===== config.mk =====
export PLATFORM = sky130hd
export DESIGN_NAME = rxaccessp
export DESIGN_NICKNAME = d
export VERILOG_FILES = /design/src/rtl/rxaccessp_pkg.sv /design/src/rtl/rxaccessp_popcnt64.sv /design/src/rtl/rxaccessp.sv
export SDC_FILE = /design/constraint.sdc
export NUM_CORES = 1
export LEC_CHECK = 0
export CORE_UTILIZATION = 45
export DETAILED_ROUTE_END_ITERATION = 16
export HOLD_SLACK_MARGIN = 0.02
export PLACE_DENSITY = 0.71
export SLEW_MARGIN = 20
export SYNTH_ARGS = -nofsm -noshare
export SYNTH_HDL_FRONTEND = slang
export SYNTH_SLANG_ARGS = --single-unit

===== constraint.sdc =====
create_clock -name clk_6M -period 18 [get_ports clk_6M]
set_input_delay 1.8 -clock clk_6M [delete_from_list [all_inputs] [get_ports clk_6M]]
set_output_delay 1.8 -clock clk_6M [all_outputs]
set_load 0.005 [all_outputs]

===== src/rtl/rxaccessp_pkg.sv =====
// Shared constants and FSM encoding for the receive access-code stage.
package rxaccessp_pkg;

  localparam int SW_LEN  = 64;
  localparam int TRL_LEN = 4;
  localparam int WIN_W   = 12;
  localparam int CNT_W   = $clog2(SW_LEN + 1);
  localparam int TRL_W   = $clog2(TRL_LEN);
  localparam int CLK_W   = 28;

  typedef enum logic [1:0] {
    ST_IDLE    = 2'd0,
    ST_SEARCH  = 2'd1,
    ST_TRAILER = 2'd2,
    ST_PKT     = 2'd3
  } state_t;

endpackage


===== src/rtl/rxaccessp_popcnt64.sv =====
// Registered population count of the sync-word agreement vector.
// This register is the single pipeline stage between the shift register and the hit decision.
module rxaccessp_popcnt64
  import rxaccessp_pkg::*;
(
  input  logic              clk_6M,
  input  logic              rstz,
  input  logic [SW_LEN-1:0] i_vec,
  output logic [CNT_W-1:0]  o_cnt
);

  logic [CNT_W-1:0] w_sum;

  // Adder chain over all agreement bits.
  always_comb begin
    w_sum = '0;
    for (int i = 0; i < SW_LEN; i++) begin
      w_sum = w_sum + CNT_W'(i_vec[i]);
    end
  end

  // Register the count.
  always_ff @(posedge clk_6M or negedge rstz) begin
    if (!rstz) o_cnt <= '0;
    else       o_cnt <= w_sum;
  end

endmodule


===== src/rtl/rxaccessp.sv =====
// Receive access-code stage: sync-word correlation, search window, trailer pacing.
//
//  state   | meaning
//  --------+---------------------------------------------------------
//  IDLE    | correlator closed, shift register frozen
//  SEARCH  | correlating each received bit, window counter running
//  TRAILER | sync hit seen, pacing the trailer bits
//  PKT     | header/payload in progress downstream, wait for rx_end
module rxaccessp
  import rxaccessp_pkg::*;
(
  input  logic              clk_6M,
  input  logic              rstz,
  input  logic              p_1us,
  input  logic              demod_bit,
  input  logic              search_en,
  input  logic              id_only,
  input  logic              rx_end,
  input  logic [SW_LEN-1:0] regi_syncword,
  input  logic [CNT_W-1:0]  regi_corr_thresh,
  input  logic [WIN_W-1:0]  regi_win_us,
  input  logic [CLK_W-1:0]  CLK,
  output logic              sync_hit_p,
  output logic              corr_timeout_p,
  output logic              rx_trailer_st_p,
  output logic              rxbit,
  output logic              rx_active,
  output logic [CLK_W-1:0]  hit_CLK,
  output logic [CNT_W-1:0]  hit_count
);

  state_t            r_state;
  logic [SW_LEN-1:0] r_sr;
  logic [CNT_W-1:0]  r_bits_seen;
  logic [WIN_W-1:0]  r_win_cnt;
  logic [TRL_W-1:0]  r_trl_cnt;
  logic              r_tick_d1;
  logic              r_tick_d2;
  logic [CNT_W-1:0]  w_match_q;
  logic              w_hit;
  logic              w_expire;

  rxaccessp_popcnt64 u_popcnt (
    .clk_6M (clk_6M),
    .rstz   (rstz),
    .i_vec  (~(r_sr ^ regi_syncword)),
    .o_cnt  (w_match_q)
  );

  // r_tick_d2 marks the one cycle in which w_match_q reflects the newest bit.
  // Window expiry is evaluated in that same cycle so a simultaneous hit can win.
  assign w_hit    = r_tick_d2 && (r_state == ST_SEARCH) &&
                    (r_bits_seen == CNT_W'(SW_LEN)) && (w_match_q >= regi_corr_thresh);
  assign w_expire = r_tick_d2 && (r_state == ST_SEARCH) &&
                    (regi_win_us != '0) && (r_win_cnt == regi_win_us);

  assign rx_active = (r_state == ST_TRAILER) || (r_state == ST_PKT);

  // Bit sampling: shift register, output bit, bits-seen counter, evaluation strobe.
  always_ff @(posedge clk_6M or negedge rstz) begin
    if (!rstz) begin
      r_sr        <= '0;
      rxbit       <= 1'b0;
      r_bits_seen <= '0;
      r_tick_d1   <= 1'b0;
      r_tick_d2   <= 1'b0;
    end else begin
      r_tick_d1 <= p_1us && (r_state != ST_IDLE);
      r_tick_d2 <= r_tick_d1;
      if (p_1us) rxbit <= demod_bit;
      if (r_state == ST_IDLE) begin
        r_bits_seen <= '0;
      end else if (p_1us) begin
        r_sr <= {demod_bit, r_sr[SW_LEN-1:1]};
        if (r_bits_seen != CNT_W'(SW_LEN)) r_bits_seen <= r_bits_seen + CNT_W'(1);
      end
    end
  end

  // Control FSM with registered pulse outputs and hit capture.
  always_ff @(posedge clk_6M or negedge rstz) begin
    if (!rstz) begin
      r_state         <= ST_IDLE;
      r_win_cnt       <= '0;
      r_trl_cnt       <= '0;
      sync_hit_p      <= 1'b0;
      corr_timeout_p  <= 1'b0;
      rx_trailer_st_p <= 1'b0;
      hit_CLK         <= '0;
      hit_count       <= '0;
    end else begin
      sync_hit_p      <= 1'b0;
      corr_timeout_p  <= 1'b0;
      rx_trailer_st_p <= 1'b0;
      if (!search_en) begin
        r_state <= ST_IDLE;
      end else begin
        case (r_state)
          ST_IDLE: begin
            r_state   <= ST_SEARCH;
            r_win_cnt <= '0;
          end
          ST_SEARCH: begin
            if (p_1us) r_win_cnt <= r_win_cnt + WIN_W'(1);
            if (w_hit) begin
              sync_hit_p <= 1'b1;
              hit_CLK    <= CLK;
              hit_count  <= w_match_q;
              r_trl_cnt  <= '0;
              r_state    <= id_only ? ST_IDLE : ST_TRAILER;
            end else if (w_expire) begin
              corr_timeout_p <= 1'b1;
              r_state        <= ST_IDLE;
            end
          end
          ST_TRAILER: begin
            if (p_1us) begin
              if (r_trl_cnt == TRL_W'(TRL_LEN - 1)) begin
                rx_trailer_st_p <= 1'b1;
                r_state         <= ST_PKT;
              end else begin
                r_trl_cnt <= r_trl_cnt + TRL_W'(1);
              end
            end
          end
          ST_PKT: begin
            if (rx_end) r_state <= ST_IDLE;
          end
          default: r_state <= ST_IDLE;
        endcase
      end
    end
  end

endmodule


==> impl_results.md, run 1 <==
* Vias in the first global route at about 5200
* Num CTS Buffers at 17
* Post-CTS resize count at 0
* Syn Nets at 811
* Placed Cells at 979
* First-pass GRT wire length at 26.4 mm
* Yosys cell types at 50
* Final setup fails at 0
* Fin. Hold Viols at 0
* Hold WC Path Type: reg -> reg
* Max-slew headroom at 0.373
* Clock Sinks at approximately 140
* Die Area at 18100 um^2
* CP Data Required Time at 18.29 ns
* GRT Util Overall at 0.192
* Via count at 5023
* Die Wd at 135 um
* Max Cap Viol at 0
* Core area at around 17000 um^2
* Final Instance Count excl. Fillers at between 1000 and 1500
* Post-CTS setup buffer count at 0
* Synth Register Bits at 135
* Final Skew at between 0.009 and 0.01 ns
* DP Wirelength at 12.5 mm
* Yosys top cell area share at 0.427
* DRC viols at 0
* Share of cells above drive strength 1 at 0.180
* Number of synthesized flops with an enable pin at 0
* Number of antenna violations at the first check in global routing at 0
* IO Port Bufs at 157
* Crit path time final at slightly above 8 ns
* CP arrival at 8.47 ns
* Avg Synthesized Cell Area at 12.9 um^2
* WS Path Type: in -> reg
* Pins Over Slew Limit at 0
* Total gr overflow at 0
* Mapped Area at between 7000 and 8000 um^2
* CTS Hold Bufs at 0
* Num rows at 48
* Ports at 158
* Area Overhead vs Synth at 30.5%
* Slew @ Worst Pin at 0.941 ns
* Post-route clock period utilization at 0.454
* CP Max Fanout at 2
* Seq/Total Area, Yosys at 0.427
* Clock Path Buffers at 2
* Unrepaired setup endpoints after global routing: false
* Average wire per standard cell at ~16 um
* Post-synthesis cell count at 612
* Ys async rst share at 1.00
* Pre-antenna DRT Iters at 7
* Gpl congestion at 0.848
* Root Buffer: clkbuf_16
* Main synth FF type: dfrtp_1
* Worst-path clk slew at about 0.050 ns
* Area leader, netlist: dfrtp_1
* Height of the die at 135 um
* Initial DRC Count at 199
* Final WL at 16.3 mm
* CTS H-tree depth at 4
* CTS tree: done
* Ant diodes at 0
* Clock latency on the worst-skew pair at 0.42 ns
* Type of destination of the critical path: register
* Status: finished, final reports clean
* Fmax at ~0.12 GHz
* Setup TNS at 0 ns
* Leading post-synthesis cells by cell area: dfrtp_1 43%, fa_1 14%, mux2_2 10%, xor2_1 5.6%, mux2_4 5.5%
* Warnings, synthesis at 0
* Antenna-violating nets left at 0
* Startpoint types: primary input
* Initial Utilization at 0.459
* Largest net degree at the start of global routing at 76
* NumNets Final at 972
* Via density at slightly below 5
-- flip-flops by register name, summed over array words and instances, names as in the netlist --
name	count
r_bits_seen	7
r_tick_d1	1
hit_CLK	28
sync_hit_p	1
r_sr	64
r_trl_cnt	2
hit_count	7
rxbit	1
corr_timeout_p	1
r_state	2
r_tick_d2	1
u_popcnt.o_cnt	7
r_win_cnt	12
rx_trailer_st_p	1
-- synthesized netlist by cell type, types with 8 or more instances --
cell and instances:
mux2_4 29, xor2_1 51, xnor2_1 41, nor2_1 15
dfrtp_1 135, o21ai_0 9, inv_1 70, mux2_2 71
clkbuf_1 8, a21oi_1 12, nand2_1 14, fa_1 54
nand3_1 9, ha_1 27
-- metrics by stage --
step / area [um^2] / hold WS (ns) / util / worst slack, ns
finish: 10300 / 0.347 / 0.599 / 9.82
global route: 10300 / 0.360 / 0.599 / 9.53
CTS: 10300 / 0.348 / 0.599 / 9.82
detailed placement: 9690 / 0.336 / 0.562 / 9.40
global placement: 9690 / 0.334 / 0.562 / 9.46
floorplan: 7910 / 0.331 / - / 10.06
-- placed cells by master, fill, tap and decap left out, drive strengths merged, types with 2 or more instances in the layout --
master	instances
nand3b	2
nor4b	2
clkinvlp	2
xnor2	41
nand4	3
bufinv	4
or3	3
mux2	100
and3	2
a22o	2
o21bai	2
nand2	14
clkbuf	20
a21oi	12
dfrtp	135
nand2b	2
clkinv	4
xor2	51
a21o	3
nor2b	3
nand3	10
fa	54
nor3	7
clkdlybuf4s50	156
buf	3
inv	71
o21ai	9
ha	27
nor4	7
a21boi	2
nor2	17
-- logic make-up after synthesis --
kind of cell,count (synthesis),share of synthesized area
muxes,101,0.157
and+or+nand+nor,78,0.0582
xor gates and xnor gates,92,0.102
AOI/OAI and AO/OA,38,0.0309
buffers and inverters,87,0.0451
adders and majority gates,81,0.179
DFF,135,0.427
-- worst paths after layout --
kind                                   from  cells past startpoint  slack, ns           endpoint
max                        regi_syncword[0]                     20       9.82  u_popcnt.o_cnt[6]
min reg2reg                       r_tick_d1                      0       0.35          r_tick_d2
min                               r_tick_d1                      0       0.35          r_tick_d2
max in group asynchronous              rstz                      2      15.09           r_sr[16]
max reg2reg                         r_sr[1]                     19      11.22  u_popcnt.o_cnt[6]
min in group asynchronous              rstz                      1       1.45      r_win_cnt[11]
-- per-layer routing --
| layer | vias to the layer above | GRT usage | share of wire |
|---|---|---|---|
| met1 | 2514 | 0.239 | 0.43 |
| met5 | - | 0 | 0 |
| met2 | 151 | 0.324 | 0.50 |
| met4 | 0 | 0.0743 | 0.019 |
| met3 | 22 | 0.0465 | 0.057 |
| li1 | 2336 | - | - |
-- area by class of cell --
class,instances,area (um^2)
Tap cell,225,282
Multi-Input combinational cell,390,4190
Sequential cell,135,3380
Clock inverter,11,171
Fill cell,1320,6920
Clock buffer,20,457
Timing Repair Buffer,159,1580
Inverter,70,263
-- worst max-delay path, stage by stage --
cell,delay [ns]
clkdlybuf4s50_1,0.42
xnor2_1,0.13
ha_1,0.28
inv_1,0.05
fa_1,0.51
fa_1,0.52
fa_1,0.52
fa_1,0.52
fa_1,0.53
fa_1,0.52
fa_1,0.55
inv_1,0.05
fa_1,0.50
fa_1,0.48
fa_1,0.42
a21o_1,0.17
a21oi_1,0.21
inv_1,0.06
a21oi_1,0.14
o21bai_1,0.08
Power of run 1 is left out: the tool's default activity adds up to more than one toggle a clock period on the data nets, which glitch-free logic cannot reach.
==> run 2, diff against run 1 <==
- clock period: 18 -> 7.8 ns (I/O delays scaled with it)
==> impl_results.md, run 2 (synthesis results as in run 1) <==
* Worst path cell trace: clkdlybuf4s50_1, xnor2_1, ha_1, inv_1, fa_1, fa_1, fa_1, fa_1, fa_1, fa_1, fa_1, inv_1, fa_1, fa_1, fa_1, a21o_1, a21oi_1, inv_1, a21oi_1, o21bai_1
* Average wire per standard cell at approximately 16 um
* Die Wd at 135 um
* DP Wirelength at 12.7 mm
* Crit path time final at 7.12 ns
* Ports at 158
* First-pass GRT wire length at 26.7 mm
* Regs by FF count: r_sr (64), hit_CLK (28), r_win_cnt (12)
* GRT Util Overall at 0.195
* Unrepaired setup endpoints after global routing: false
* Startpoint types: primary input
* Post-CTS resize count at 0
* Family with the most delay on the worst path: adder cells
* DR top layer: met4
* Metal-1 WL at just over 7 mm
* Share of cells above drive strength 1 at 0.180
* DR WL met2 at 8.21 mm
* Via density at between 4 and 5
* Clock latency on the worst-skew pair at roughly 0.42 ns
* Post-route clock period utilization at 0.913
* CTS tree: done
* Final Skew at 0.00833 ns
* Max-slew headroom at 0.372
* Setup Slack @ Placement at between 0.2 and 0.25 ns
* NumNets Final at 972
* Height of the die at 135 um
* CP max stage cell: fa_1
* Final Cell Area at 10300 um^2
* Initial DRC Count at between 200 and 250
* Final WS setup at 0.679 ns
* Placed cell areas at ~9700 um^2
* R2r worst-path depth at 19
* CP most frequent cell: fa_1
* Antenna-violating nets left at 0
* Hold endpoint: r_tick_d2
* CP Max Fanout at 2
* Num CTS Buffers at 17
* Die Area at around 18000 um^2
* Pins Over Slew Limit at 0
* Final setup fails at 0
* Most frequent cells in the layout: 156 x clkdlybuf4s50_1, 135 x dfrtp_1, 71 x mux2_2
* Slew @ Worst Pin at 0.942 ns
* Setup TNS at 0 ns
* Total gr overflow at 0
* Pre-antenna DRT Iters at 6
* Vias in the first global route at between 5000 and 6000
* Worst path buffer plus inverter count at 4
* Largest net degree at the start of global routing at 76
* IO Port Bufs at 157
* Most flop-heavy register: r_sr
* Area Overhead vs Synth at 30.1%
* Core area at 17200 um^2
* Via count at 5007
* Gpl congestion at 0.848
* Fmax at roughly 0.14 GHz
* DRC viols at 0
* Status: finished, final reports clean
* Reg2reg start: r_sr[1]
* Max reg flops at 64
* Final WL at 16.5 mm
* Routed wl met3 at around 950 um
* Hold_sp: r_tick_d1
* CTS Hold Bufs at 0
* WS Path Type: in -> reg
* Root Buffer: clkbuf_16
* Max Cap Viol at 0
* Crit path largest cell delay at approximately 0.54 ns
* Hold depth at 0
* Clock Sinks at 135
* CP arrival at around 7.4 ns
* Post-CTS setup buffer count at 0
* Ant diodes at 0
* CTS H-tree depth at 4
* CP Data Required Time at approximately 8.1 ns
* Clock Path Buffers at 2
* Fin. Hold Viols at 0
* Number of antenna violations at the first check in global routing at 0
* Initial Utilization at 0.459
* Reg-to-reg endpoint: u_popcnt.o_cnt[6]
* Final Core Density at 0.597
* Hold WC Path Type: reg -> reg
* Worst-path clk slew at 0.06 ns
* Most common cell after layout, fill and taps aside: clkdlybuf4s50_1
* Num rows at 48
* Type of destination of the critical path: register
* Register-to-register setup slack at 1.06 ns
## run 2: cell types whose count changed in the layout (fill, tap and decap cells not counted), sizes merged
cell and change:
bufinv -1, clkbuf -1, clkinv +3, clkinvlp -1
## run 2: layout make-up
cell class | instances | area (um^2)
fillers | 1327 | 6950
multi-input cells | 390 | 4190
flip-flops and latches | 135 | 3380
repair buffers | 159 | 1580
clock buffers | 19 | 443
well taps | 225 | 282
inverters | 70 | 263
clock inverters | 12 | 153
## run 2: how the worst max path moves through the flow
stage | start | end | cells after the start
4_1_cts | regi_syncword[0] | u_popcnt.o_cnt[6] | 20
5_1_grt | regi_syncword[0] | u_popcnt.o_cnt[6] | 20
2_1_floorplan | regi_syncword[0] | u_popcnt.o_cnt[6] | 19
3_3_place_gp | regi_syncword[0] | u_popcnt.o_cnt[6] | 20
3_5_place_dp | regi_syncword[1] | u_popcnt.o_cnt[6] | 20
6_report | regi_syncword[0] | u_popcnt.o_cnt[6] | 20
## run 2: worst reg2reg max path, stage by stage (launching register included)
cell and delay, ns:
dfrtp_1 0.40, xnor2_1 0.14, ha_1 0.27, inv_1 0.05
fa_1 0.51, fa_1 0.52, fa_1 0.52, fa_1 0.52
fa_1 0.52, fa_1 0.52, fa_1 0.54, inv_1 0.05
fa_1 0.50, fa_1 0.48, fa_1 0.42, a21o_1 0.17
a21oi_1 0.21, inv_1 0.06, a21oi_1 0.14, o21bai_1 0.08
## run 2: stage by stage
step	hold slack [ns]	cells
6_report	0.346	1010
3_3_place_gp	0.334	979
5_1_grt	0.360	1010
4_1_cts	0.347	1010
2_1_floorplan	0.331	612
3_5_place_dp	0.336	979
## run 2: routing by layer
metal | track usage | up-vias
li1 | - | 2331
met1 | 0.240 | 2501
met2 | 0.334 | 157
met3 | 0.0511 | 18
met4 | 0.0599 | 0
met5 | 0 | -
Power of run 2 is left out for the same reason.
==> run 3, diff against run 2 <==
- SKIP_CTS_REPAIR_TIMING: unset -> 1
==> results of run 3 <==
No change in the layout: final DEF, timing and power equal those of run 2.
Power of run 3 is left out for the same reason.
